<file path="config.mk">
export PLATFORM = sky130hd
export DESIGN_NAME = branch_target_buffer_flat
export DESIGN_NICKNAME = d
export VERILOG_FILES = /design/src/rtl/bp_pkg.sv /design/src/rtl/branch_target_buffer_if.sv /design/src/rtl/bp_sat_counter.sv /design/src/rtl/branch_target_buffer.sv /design/src/flat_wrapper.sv
export SDC_FILE = /design/constraint.sdc
export NUM_CORES = 1
export LEC_CHECK = 0
export ABC_AREA = 1
export CORE_MARGIN = 2
export CORE_UTILIZATION = 50
export CTS_CLUSTER_DIAMETER = 80
export DETAILED_ROUTE_END_ITERATION = 12
export GPL_TIMING_DRIVEN = 1
export PLACE_DENSITY_LB_ADDON = 0.08
export SYNTH_ARGS = -nofsm -noshare
export SYNTH_HDL_FRONTEND = slang
export SYNTH_HIERARCHICAL = 1
export SYNTH_SLANG_ARGS = --single-unit
</file>
<file path="constraint.sdc">
create_clock -name clk -period 4.65 [get_ports clk]
set_input_delay 0.93 -clock clk [delete_from_list [all_inputs] [get_ports clk]]
set_output_delay 0.93 -clock clk [all_outputs]
set_load 0.01 [all_outputs]
</file>
<file path="src/rtl/bp_pkg.sv">
// Shared definitions for the branch predictor: opcodes, counter encodings
// and the default PC slicing geometry used by the branch target buffer.
package bp_pkg;

    localparam int BTB_IDX_W = 4;
    localparam int BTB_PC_W  = 32;
    localparam int BTB_CNT_W = 16;
    localparam int BTB_ENTRIES = 1 << BTB_IDX_W;
    // Word-aligned PCs: index sits just above the two byte-offset bits.
    localparam int BTB_IDX_LSB = 2;
    localparam int BTB_TAG_LSB = BTB_IDX_W + BTB_IDX_LSB;
    localparam int BTB_TAG_W   = BTB_PC_W - BTB_TAG_LSB;

    localparam logic [5:0] OP_BEQ = 6'b000100;
    localparam logic [5:0] OP_BNE = 6'b000101;

    typedef enum logic [1:0] {
        CNT_SNT = 2'd0,
        CNT_WNT = 2'd1,
        CNT_WT  = 2'd2,
        CNT_ST  = 2'd3
    } cnt_e;

    localparam cnt_e CNT_ALLOC = CNT_WT;
    localparam cnt_e CNT_RESET = CNT_WNT;

    function automatic logic is_cond_branch(input logic [5:0] opcode);
        return (opcode == OP_BEQ) || (opcode == OP_BNE);
    endfunction

endpackage

</file>
<file path="src/rtl/branch_target_buffer_if.sv">
// Fetch-side lookup and ID-side update bundle of the branch target buffer.
interface branch_target_buffer_if #(
    parameter int PC_W  = 32,
    parameter int CNT_W = 16
) ();
    logic              stall;
    logic [PC_W-1:0]   if_pc;
    logic              if_is_branch;
    logic              hit;
    logic              pred_taken;
    logic [PC_W-1:0]   pred_next_pc;
    logic              upd_valid;
    logic [PC_W-1:0]   upd_pc;
    logic              upd_taken;
    logic [PC_W-1:0]   upd_target;
    logic              upd_mispredict;
    logic [CNT_W-1:0]  mispredict_cnt;

    modport master (
        output stall, if_pc, if_is_branch,
        output upd_valid, upd_pc, upd_taken, upd_target, upd_mispredict,
        input  hit, pred_taken, pred_next_pc, mispredict_cnt
    );

    modport slave (
        input  stall, if_pc, if_is_branch,
        input  upd_valid, upd_pc, upd_taken, upd_target, upd_mispredict,
        output hit, pred_taken, pred_next_pc, mispredict_cnt
    );
endinterface

</file>
<file path="src/rtl/bp_sat_counter.sv">
// Two-bit saturating taken/not-taken counter next-state logic.
module bp_sat_counter
    import bp_pkg::*;
(
    input  cnt_e cnt,
    input  logic taken,
    output cnt_e cnt_next
);
    always_comb begin
        cnt_next = cnt;
        unique case (cnt)
            CNT_SNT: cnt_next = taken ? CNT_WNT : CNT_SNT;
            CNT_WNT: cnt_next = taken ? CNT_WT  : CNT_SNT;
            CNT_WT:  cnt_next = taken ? CNT_ST  : CNT_WNT;
            CNT_ST:  cnt_next = taken ? CNT_ST  : CNT_WT;
            default: cnt_next = cnt;
        endcase
    end
endmodule

</file>
<file path="src/rtl/branch_target_buffer.sv">
// Direct-mapped branch target buffer: zero-latency lookup of the fetch PC,
// registered update from the resolved BEQ/BNE outcome in ID.
module branch_target_buffer
    import bp_pkg::*;
#(
    parameter int IDX_W = BTB_IDX_W,
    parameter int PC_W  = BTB_PC_W,
    parameter int CNT_W = BTB_CNT_W
) (
    input  logic clk,
    input  logic rst_n,
    branch_target_buffer_if.slave bus
);
    localparam int ENTRIES = 1 << IDX_W;
    localparam int TAG_LSB = IDX_W + BTB_IDX_LSB;
    localparam int TAG_W   = PC_W - TAG_LSB;

    logic             valid_reg  [ENTRIES];
    logic [TAG_W-1:0] tag_reg    [ENTRIES];
    logic [PC_W-1:0]  target_reg [ENTRIES];
    logic [1:0]       cnt_reg    [ENTRIES];
    logic [CNT_W-1:0] mispredict_cnt_reg;

    logic [IDX_W-1:0] lk_idx, up_idx;
    logic [TAG_W-1:0] lk_tag, up_tag;
    logic             up_hit, upd_en;
    cnt_e             up_cnt_next;
    logic             unused_byte_offsets;

    assign lk_idx = bus.if_pc[TAG_LSB-1:BTB_IDX_LSB];
    assign lk_tag = bus.if_pc[PC_W-1:TAG_LSB];
    assign up_idx = bus.upd_pc[TAG_LSB-1:BTB_IDX_LSB];
    assign up_tag = bus.upd_pc[PC_W-1:TAG_LSB];
    assign unused_byte_offsets = ^{bus.if_pc[1:0], bus.upd_pc[1:0]};

    // Lookup reads the registered table, so a same-cycle update is seen next cycle.
    assign bus.hit          = bus.if_is_branch & valid_reg[lk_idx] & (tag_reg[lk_idx] == lk_tag);
    assign bus.pred_taken   = bus.hit & cnt_reg[lk_idx][1];
    assign bus.pred_next_pc = bus.pred_taken ? target_reg[lk_idx] : bus.if_pc + PC_W'(4);
    assign bus.mispredict_cnt = mispredict_cnt_reg;

    assign upd_en = bus.upd_valid & ~bus.stall;
    assign up_hit = valid_reg[up_idx] & (tag_reg[up_idx] == up_tag);

    bp_sat_counter u_sat_counter (
        .cnt      (cnt_e'(cnt_reg[up_idx])),
        .taken    (bus.upd_taken),
        .cnt_next (up_cnt_next)
    );

    always_ff @(posedge clk) begin
        if (!rst_n) begin
            for (int i = 0; i < ENTRIES; i++) begin
                valid_reg[i] <= 1'b0;
                cnt_reg[i]   <= CNT_RESET;
            end
        end else if (upd_en) begin
            if (up_hit) begin
                cnt_reg[up_idx] <= up_cnt_next;
                if (bus.upd_taken)
                    target_reg[up_idx] <= bus.upd_target;
            end else if (bus.upd_taken) begin
                // Taken miss evicts whatever occupied the slot.
                valid_reg[up_idx]  <= 1'b1;
                tag_reg[up_idx]    <= up_tag;
                target_reg[up_idx] <= bus.upd_target;
                cnt_reg[up_idx]    <= CNT_ALLOC;
            end
        end
    end

    always_ff @(posedge clk) begin
        if (!rst_n)
            mispredict_cnt_reg <= '0;
        else if (upd_en && bus.upd_mispredict && (mispredict_cnt_reg != {CNT_W{1'b1}}))
            mispredict_cnt_reg <= mispredict_cnt_reg + CNT_W'(1);
    end
endmodule

</file>
<file path="src/flat_wrapper.sv">
// flat-port wrapper written by rule: the top's interface ports become plain ports
module branch_target_buffer_flat import bp_pkg::*;
#(
    parameter int IDX_W = BTB_IDX_W,
    parameter int PC_W  = BTB_PC_W,
    parameter int CNT_W = BTB_CNT_W
)
  (clk, rst_n, bus_stall, bus_if_pc, bus_if_is_branch, bus_upd_valid, bus_upd_pc, bus_upd_taken, bus_upd_target, bus_upd_mispredict, bus_hit, bus_pred_taken, bus_pred_next_pc, bus_mispredict_cnt);
  branch_target_buffer_if #(.PC_W(PC_W), .CNT_W(CNT_W)) bus_i ();
  input  logic clk;
  input  logic rst_n;
  input wire logic [$bits(bus_i.stall)-1:0] bus_stall;
  input wire logic [$bits(bus_i.if_pc)-1:0] bus_if_pc;
  input wire logic [$bits(bus_i.if_is_branch)-1:0] bus_if_is_branch;
  input wire logic [$bits(bus_i.upd_valid)-1:0] bus_upd_valid;
  input wire logic [$bits(bus_i.upd_pc)-1:0] bus_upd_pc;
  input wire logic [$bits(bus_i.upd_taken)-1:0] bus_upd_taken;
  input wire logic [$bits(bus_i.upd_target)-1:0] bus_upd_target;
  input wire logic [$bits(bus_i.upd_mispredict)-1:0] bus_upd_mispredict;
  output wire logic [$bits(bus_i.hit)-1:0] bus_hit;
  output wire logic [$bits(bus_i.pred_taken)-1:0] bus_pred_taken;
  output wire logic [$bits(bus_i.pred_next_pc)-1:0] bus_pred_next_pc;
  output wire logic [$bits(bus_i.mispredict_cnt)-1:0] bus_mispredict_cnt;
  assign bus_i.stall = bus_stall;
  assign bus_i.if_pc = bus_if_pc;
  assign bus_i.if_is_branch = bus_if_is_branch;
  assign bus_i.upd_valid = bus_upd_valid;
  assign bus_i.upd_pc = bus_upd_pc;
  assign bus_i.upd_taken = bus_upd_taken;
  assign bus_i.upd_target = bus_upd_target;
  assign bus_i.upd_mispredict = bus_upd_mispredict;
  assign bus_hit = bus_i.hit;
  assign bus_pred_taken = bus_i.pred_taken;
  assign bus_pred_next_pc = bus_i.pred_next_pc;
  assign bus_mispredict_cnt = bus_i.mispredict_cnt;
  branch_target_buffer #(.IDX_W(IDX_W), .PC_W(PC_W), .CNT_W(CNT_W)) u_core (.clk(clk), .rst_n(rst_n), .bus(bus_i));
endmodule
</file>
* Yosys cells after proc, flatten, opt, wreduce, memory -nomap -nowiden *
Memories as Yosys holds them, arrays and structs flattened.
Cells that the tools add are included.

storage, ports and cells
  flip-flop bits (word level) = 16
  output and inout port bits = 50
  input port bits = 103
  memory bits (read-only) = 0
  memories kept = 4
  logic and storage cells = 54
  bits in latches = 0
  RAM bits = 976

operators by class
  reductions and logical operators = 5
  shifts and indexed selects = 0
  bitwise operators = 8
  $lt $le $gt $ge = 0
  multiplexer cells = 28
  multipliers = 0
  equality and inequality tests = 6
  add/subtract/negate cells = 2
  divide/modulo/power cells = 0

memory list
  memory             words  bits a word  rd ports  clocked after memory_dff  write ports  RTL line                    text
  u_core.target_reg  16     32           1         0                         1            branch_target_buffer.sv:20  logic [PC_W-1:0] target_reg [ENTRIES];
  u_core.tag_reg     16     26           2         0                         1            branch_target_buffer.sv:19  logic [TAG_W-1:0] tag_reg [ENTRIES];
  u_core.cnt_reg     16     2            2         0                         16           branch_target_buffer.sv:21  logic [1:0] cnt_reg [ENTRIES];
  u_core.valid_reg   16     1            2         0                         16           branch_target_buffer.sv:18  logic valid_reg [ENTRIES];

operator list
  cell                                                              number
  32-bit two-way mux                                                2
  26-bit == test                                                    2
  32-bit by 3-bit adder with 32-bit output (second input constant)  1
  1-bit two-way mux                                                 19
  16-bit by 1-bit adder with 16-bit output (second input constant)  1
  16-bit != test (second input constant)                            1
  2-bit two-way mux                                                 4
  4-bit two-way mux                                                 2
  2-bit case mux with 4 select lines                                1
  1-bit AND                                                         5
  2-bit == test (second input constant)                             2
  2-bit by 1-bit == test with 1-bit output (second input constant)  1
  1-bit logical AND                                                 2
  2-bit zero test                                                   1
  1-bit bitwise OR                                                  2
  2-bit OR reduction                                                1
  1-bit inverter                                                    1
  1-bit OR reduction                                                1

* Depth between registers and ports, before layout *
Gate-level depths: netlist of run 1.
An unclocked memory read counts as a cell.

  depth after elaboration = 10
  gate-level depth with buffers = 23
  mapped depth without buffers = 19

* Hierarchy *
The synthesis of run 1 kept the hierarchy.

modules (own cells, without submodules)
  module                area each (um^2)  cells an instance  times used
  branch_target_buffer  46580.9           4641               1
  bp_sat_counter        21.3              5                  1

* Worst setup path before layout of run 1 *
No wires, ideal clock.

  path kind = input-to-reg
  start point = in bus_upd_valid
  end point = mem u_core/tag_reg[6][0] in the netlist's numbering, enable pin
  stages on the path = 7
  slack = -0.399 ns
  buffers on the path = 1
  arrival = 4.640 ns
  library setup time = 0.409 ns
  path through = inv_1 -> nor3_1 -> nand2_1 -> clkbuf_1 -> nor2_1 -> inv_1 -> nor2_1

between the ends
  cells in the longest elaborated chain, start to end = 4

ends and longest elaborated chain
  element                                  RTL line                    text
  from (decl)                              flat_wrapper.sv:15          input wire logic [$bits(bus_i.upd_valid)-1:0] bus_upd_valid;
  1-bit AND                                branch_target_buffer.sv:42  assign upd_en = bus.upd_valid & ~bus.stall;
  1-bit two-way mux                        branch_target_buffer.sv:57  end else if (upd_en) begin
  1-bit two-way mux                        branch_target_buffer.sv:52  if (!rst_n) begin
  1-bit two-way mux (not written as such)  branch_target_buffer.sv:65  tag_reg[up_idx] <= up_tag;
  to (decl)                                branch_target_buffer.sv:19

No other way between the ends.

* Final worst setup path of run 1 *
  start point = in bus_if_pc[3]
  end point = out bus_pred_next_pc[26]

between the ends
  cells in the longest elaborated chain, start to end = 5

ends and longest elaborated chain
  element                                                         RTL line                    text
  from (decl)                                                     flat_wrapper.sv:13          input wire logic [$bits(bus_i.if_pc)-1:0] bus_if_pc;
  memory 16 x 26 bit / memory 16 x 1 bit (equally long branches)  --
  26-bit == test / 1-bit AND (equally long branches)              branch_target_buffer.sv:37  assign bus.hit = bus.if_is_branch & valid_reg[lk_idx] & (tag_reg[lk_idx] == lk_tag);
  1-bit AND                                                       branch_target_buffer.sv:37
  1-bit AND                                                       branch_target_buffer.sv:38  assign bus.pred_taken = bus.hit & cnt_reg[lk_idx][1];
  32-bit two-way mux *                                            branch_target_buffer.sv:39  assign bus.pred_next_pc = bus.pred_taken ? target_reg[lk_idx] : bus.if_pc + PC_W'(4);
  to (decl)                                                       flat_wrapper.sv:22          output wire logic [$bits(bus_i.pred_next_pc)-1:0] bus_pred_next_pc;

Every way passes the cells marked *; elsewhere a longest branch is shown, timed or not.

==> results of run 1 <==
cells in the mapped netlist, drive strengths merged:
master   number
xnor2         1
a31oi         5
or4           2
o21a          1
o2111ai       1
a22oi        31
o211ai       40
o221ai       43
nor3         31
o211a         6
nor2        545
clkinv        4
o22ai        98
a21o          2
nand4        28
a221oi       13
nand3       190
nor4          7
inv         312
nand3b        4
o21bai        3
xor2         37
nand2      1110
ha            2
dfxtp        32
and3          1
o21ai       659
o221a         1
a32o          2
clkbuf      115
and2          1
buf         172
edfxtp      960
a21oi       187
layout make-up:
type                       count  area [um2]  share of cell area, %
timing repair buffer         509        5340                   9.59
tap                         1243        1560                   2.79
timing repair inverter         2        32.5                 0.0584
clock inverter                54         469                  0.843
multi-input combinational   3051       14800                   26.6
clock buffer                 138        2760                   4.96
inverter                     316        1210                   2.18
sequential                   992       29500                   52.9
antenna                        1        2.50                0.00449
worst max-delay path: cells and delay by family:
kind | cells | cell delay (ps)
buffers and inverters | 6 | 1320
and+or+nand+nor | 10 | 980
AOI/OAI and AO/OA | 3 | 510
final timing paths:
path / startpoint / end / slack (ps) / depth (start not counted)
hold / removal: u_core/bus.mispredict_cnt[14]$_SDFFE_PN0P_ / u_core/bus.mispredict_cnt[14]$_SDFFE_PN0P_ / 480 / 1
hold reg to reg: u_core/bus.mispredict_cnt[14]$_SDFFE_PN0P_ / u_core/bus.mispredict_cnt[14]$_SDFFE_PN0P_ / 480 / 1
setup / recovery: bus_if_pc[3] / bus_pred_next_pc[26] / -110 / 19
setup reg to reg: u_core/tag_reg[1][5]$_DFFE_PP_ / u_core/tag_reg[14][12]$_DFFE_PP_ / 1270 / 16
routing by layer:
layer | vias to the layer above | GRT usage, % | wire length (um)
li1 | 16800 | - | -
met1 | 18000 | 47.4 | 66200
met2 | 2008 | 48.5 | 68400
met4 | 6 | 10.2 | 4790
met5 | - | 0 | 38
met3 | 286 | 7.21 | 18100
per-stage QoR:
step / worst slack (ps) / power, mW
final: -105 / 19.9
after global routing: -217 / 20.5
after CTS: -73.1 / 19.9
after detailed placement: -836 / 12.0
after global placement: -800 / 12.0
after floorplan: -397 / 11.1
power groups by stage:
| stage | Combinational [mW] | Clock (mW) | Sequential (mW) |
|---|---|---|---|
| floorplan | 1.02 | 0 | 10.0 |
| global placement | 1.97 | 0 | 10.0 |
| detailed placement | 1.98 | 0 | 10.0 |
| CTS | 2.04 | 8.04 | 9.85 |
| global route | 2.25 | 8.35 | 9.85 |
| finish | 2.11 | 7.94 | 9.85 |
cell families after synthesis:
| family | synth area share (%) |
|---|---|
| AND/OR/NAND/NOR | 16.8 |
| AO/OA/AOI/OAI | 13.1 |
| flip-flops | 63.2 |
| buffers and inverters | 6.06 |
| XOR/XNOR | 0.714 |
| adder cells (fa/ha/maj) | 0.0537 |
timing repair:
action,CTS,global route
hold endpoints to repair,0,0
gates cloned,7,4
buffers inserted,11,6
setup endpoints to repair,34,34
pin swaps,16,14
gates resized for setup,99,54
hold buffers,0,0
==> results.yml, run 1 <==
grt:
  grt_max_degree: 139
  grt_pass1_wl_um: 226000
  grt_pass1_vias: 34000
  grt-ovfl-total: 0
  antenna_found_initial: 6
  grt_usage_pct: 32.5
clock_network:
  cts_buffer_depth: 3
  htree_levels: 3
  cts.clk_slew.worst_paths_ps: 60
  cts_made_buffers: 104
  tritoncts: "built"
  clk-insertion-delay-late_ps: 720
  clockRootBuffer: "clkbuf_16"
  cts.sinks: 992
pwr:
  switching_share_pct: 24.8
  p_int_mw: 15.0
  pwr-share-seq_pct: 49.5
  p_sw_mw: 4.94
  p_per_area_mw_per_mm2: 357
  vdd_drop_max_mv: 0.348
  p_comb_share_pct: 10.6
  leakagePower_nw: 20.8
  clockPowerShare_pct: 39.9
timing:
  hold_ws_ps: 482
  finalSetupViolCount: 15
  worst_slack_ps: -105
  max_slew.worst_pin.slew_ps: 1200
  clock.fmax_mhz: 210
  finalHoldViolations: 0
  finClkSkew_ps: 34.1
  finalSetupTns_ps: -766
  fin_crit_sh_pct: 102
  min_period_ps: 4760
  relSlewSlack_pct: 19.8
  rsz0062_at_grt: "true"
  final-max-slew-violation-count: 0
detailed_routing:
  vias_per_cell: 5.90
  ant_nets: 0
  first_iter_violations: 5161
  routed_wl_um: 158000
  wl_per_cell_um: 25.0
  vias: 37200
  dr.pass1.iters: 6
  drc_errors: 0
setup_path:
  criticalPathCategory: "in -> out"
  cpPeakStageDelay_ps: 470
  slowest_stage: "clkdlybuf4s50_1"
  crit_path_frequent_cell: "nand2_1"
  cp_max_fo: 21
  cp-end-kind: "output pin"
  path_cells: "buf_16 > buf_16 > buf_4 > o21ai_0 > o21ai_1 > o211ai_1 > buf_4 > nand3_1 > nand2_1 > nor2_1 > nand2_1 > nor2_1 > nand2_1 > nor2_4 > nand2_4 > buf_12 > nand2_1 > nand2_1 > clkdlybuf4s50_1"
  required_ps: 3720
  crit_arrival_ps: 3830
  startpoint_type: "input pin"
final_layout:
  largest_reg_flops: 512
  fill_cells: 7599
  finalInstanceArea_mm2: 0.0557
  finalNonFillerCells: 6306
  mostFrequentLayoutCell: "nand2_1"
  drive_above_1_share_pct: 13.0
  nets: 5081
  final_cell_mix: "nand2_1, edfxtp_1, o21ai_0"
  fin_util_pct: 60.5
  areaGrowthSynthToFinish_pct: 19.5
synthesis:
  syn_nets: 4751
  synth_cell_types: 56
  synthTopCellsByArea: "edfxtp_1, nand2_1, o21ai_0"
  synth_top_area_cell: "edfxtp_1"
  netlist_instances: 4646
  yosys_register_bits: 992
  yosysTopAreaCellShare_pct: 61.9
  netlist_area_mm2: 0.0466
  yosysSeqAreaShare_pct: 63.2
  avgSynthCellArea_um2: 10.0
  yosys_warnings: 6
floorplanning:
  die_h_um: 309
  initial_utilization_pct: 50.6
  coreArea_mm2: 0.0921
  top_level_ports: 153
  num_rows: 111
  fp.dieArea_mm2: 0.0957
  die_w_um: 309
placement:
  dpl_cell_area_mm2: 0.0517
  numPortBuffers: 150
  post-dp-hpwl_um: 94000
  gp_congestion: 0.955
  place_inst: 6086
hold_path:
  hold_class: "reg -> reg"
outcome:
  failed_checks: "negative setup slack"
  status: "finished with violations"
run:
  cap_violations: 0
No activity file was read; power rests on OpenSTA's default activity.
==> inputs of run 2 (changes only) <==
Clock period 4.65 ns to 5.2 ns, I/O delays scaled along.
==> run 2 against run 1 <==
Compared with the run above:
- the run now ends clean
- clock skew grew 5.1 ps
- routed wire length shrank 3.4%
- via count shrank 1.5%
- hold slack lost 1.5 ps
- die area is the same
- critical path depth grew 2
- sequential share of layout area is essentially flat
- clock-buffer cell count shrank 8
- cell count shrank 0.30%
- utilization is essentially flat
==> results.yml, run 2 (same netlist as run 1, synthesis figures left out) <==
final_layout:
  drive_above_1_share_pct: 12.7
  mostFrequentLayoutCell: "nand2_1"
  finalInstanceArea_mm2: 0.0556
  fin_util_pct: 60.4
  areaGrowthSynthToFinish_pct: 19.4
  largest_reg_flops: 512
  nets: 5057
  finalNonFillerCells: 6287
  final_cell_mix: "nand2_1, edfxtp_1, o21ai_0"
timing:
  finClkSkew_ps: 39.2
  relSlewSlack_pct: 24.9
  rsz0062_at_grt: "true"
  finalHoldViolations: 0
  clock.fmax_mhz: 197
  hold_ws_ps: 481
  worst_slack_ps: 134
  max_slew.worst_pin.slew_ps: 1120
  min_period_ps: 5070
  finalSetupViolCount: 0
  fin_crit_sh_pct: 97.4
  finalSetupTns_ps: 0
  final-max-slew-violation-count: 0
floorplanning:
  coreArea_mm2: 0.0921
  die_h_um: 309
  initial_utilization_pct: 50.6
  num_rows: 111
  fp.dieArea_mm2: 0.0957
  die_w_um: 309
  top_level_ports: 153
detailed_routing:
  routed_wl_um: 152000
  dr.pass1.iters: 6
  first_iter_violations: 4394
  vias_per_cell: 5.83
  ant_nets: 0
  drc_errors: 0
  vias: 36600
  wl_per_cell_um: 24.2
grt:
  grt_max_degree: 146
  grt_pass1_wl_um: 217000
  grt-ovfl-total: 0
  grt_pass1_vias: 33600
  antenna_found_initial: 7
  grt_usage_pct: 30.9
setup_path:
  crit_arrival_ps: 4030
  r2r-start: "u_core/tag_reg[3][9]$_DFFE_PP_"
  startpoint_type: "input pin"
  r2r_slack_ps: 1400
  cp_max_fo: 17
  crit_end: "bus_pred_next_pc[23]"
  cp-end-kind: "output pin"
  startpoint: "bus_if_pc[2]"
  reg2reg_depth: 17
  criticalPathCategory: "in -> out"
  required_ps: 4160
  r2r-end: "u_core/tag_reg[0][2]$_DFFE_PP_"
placement:
  numPortBuffers: 150
  gp_congestion: 0.945
  dpl_cell_area_mm2: 0.0516
  dp_slack_ps: -281
  post-dp-hpwl_um: 91800
  place_inst: 6072
clock_network:
  cts_made_buffers: 105
  cts_buffer_depth: 3
  clk-insertion-delay-late_ps: 710
  cts.sinks: 992
  htree_levels: 3
  cts.clk_slew.worst_paths_ps: 60
  clockRootBuffer: "clkbuf_16"
  tritoncts: "built"
hold_path:
  hold_path_depth: 1
  hold_class: "reg -> reg"
pwr:
  leakagePower_nw: 21.0
  p_per_area_mw_per_mm2: 327
  vdd_drop_max_mv: 0.274
  finalPower_mw: 18.2
run:
  cap_violations: 0
outcome:
  status: "completed"
-- run 2: changes by cell type in the layout (fill, tap and decap cells not counted), moves of 11 or more --
cell	previous run	this run
dlymetal6s2s_1	3	26
o21ai_1	79	67
nand3_2	51	35
clkinv_1	33	14
clkinv_2	12	29
clkbuf_1	31	20
dlygate4sd2_1	28	1
buf_4	269	250
nand3_1	139	155
-- run 2: worst min path at each step --
stage / from / endpoint / slack [ps]
final: u_core/bus.mispredict_cnt[14]$_SDFFE_PN0P_ / u_core/bus.mispredict_cnt[14]$_SDFFE_PN0P_ / 480
after global routing: u_core/valid_reg[4]$_DFF_P_ / u_core/valid_reg[4]$_DFF_P_ / 510
after CTS: u_core/bus.mispredict_cnt[14]$_SDFFE_PN0P_ / u_core/bus.mispredict_cnt[14]$_SDFFE_PN0P_ / 480
after detailed placement: u_core/bus.mispredict_cnt[14]$_SDFFE_PN0P_ / u_core/bus.mispredict_cnt[14]$_SDFFE_PN0P_ / 470
after global placement: u_core/valid_reg[10]$_DFF_P_ / u_core/valid_reg[10]$_DFF_P_ / 460
after floorplan: u_core/valid_reg[10]$_DFF_P_ / u_core/valid_reg[10]$_DFF_P_ / 440
-- run 2: power breakdown --
group / switching, mW / internal [mW] / total (mW) / leakage [nW]
combinational: 1.20 / 0.636 / 1.84 / 10.4
clock: 3.19 / 4.37 / 7.56 / 1.71
sequential: 0.0126 / 8.79 / 8.81 / 8.89
total: 4.40 / 13.8 / 18.2 / 21.0
-- run 2: worst max-delay path, stage by stage --
cell,delay [ps]
buf_16,150
buf_4,180
inv_8,170
o21ai_0,120
o22ai_1,210
nand2_1,80
nand2_1,80
inv_1,50
nand3_1,190
nand2_1,140
nor2_1,130
nand2_1,60
nor2_1,90
nand2_1,120
nor2_4,180
buf_6,160
buf_12,130
nand3_1,70
nand2_1,110
inv_1,40
clkdlybuf4s50_1,470
-- run 2: routing by layer --
metal  vias to the layer above  wire length (um)  global-route usage, %
met4                         6              5030                   10.9
li1                      16800                 -                      -
met1                     17700             64800                   45.3
met2                      1843             67100                   47.1
met3                       284             15100                   4.83
met5                         -                31                      0
-- run 2: cell type report --
class | instances | area (um2)
clock buffer | 130 | 2780
clock inverter | 65 | 714
sequential | 992 | 29500
multi-input combinational | 3051 | 14700
inverter | 316 | 1220
tap | 1243 | 1560
fill | 7574 | 36400
timing repair buffer | 483 | 5180
antenna | 4 | 10.0
timing repair inverter | 3 | 33.8
-- run 2: what timing repair did --
item | in CTS | in global routing
buffers inserted | 0 | 4
endpoints found under the setup margin | 34 | 33
gates cloned | 0 | 12
gates resized for setup | 8 | 77
pin swaps | 1 | 9
hold buffers | 0 | 0
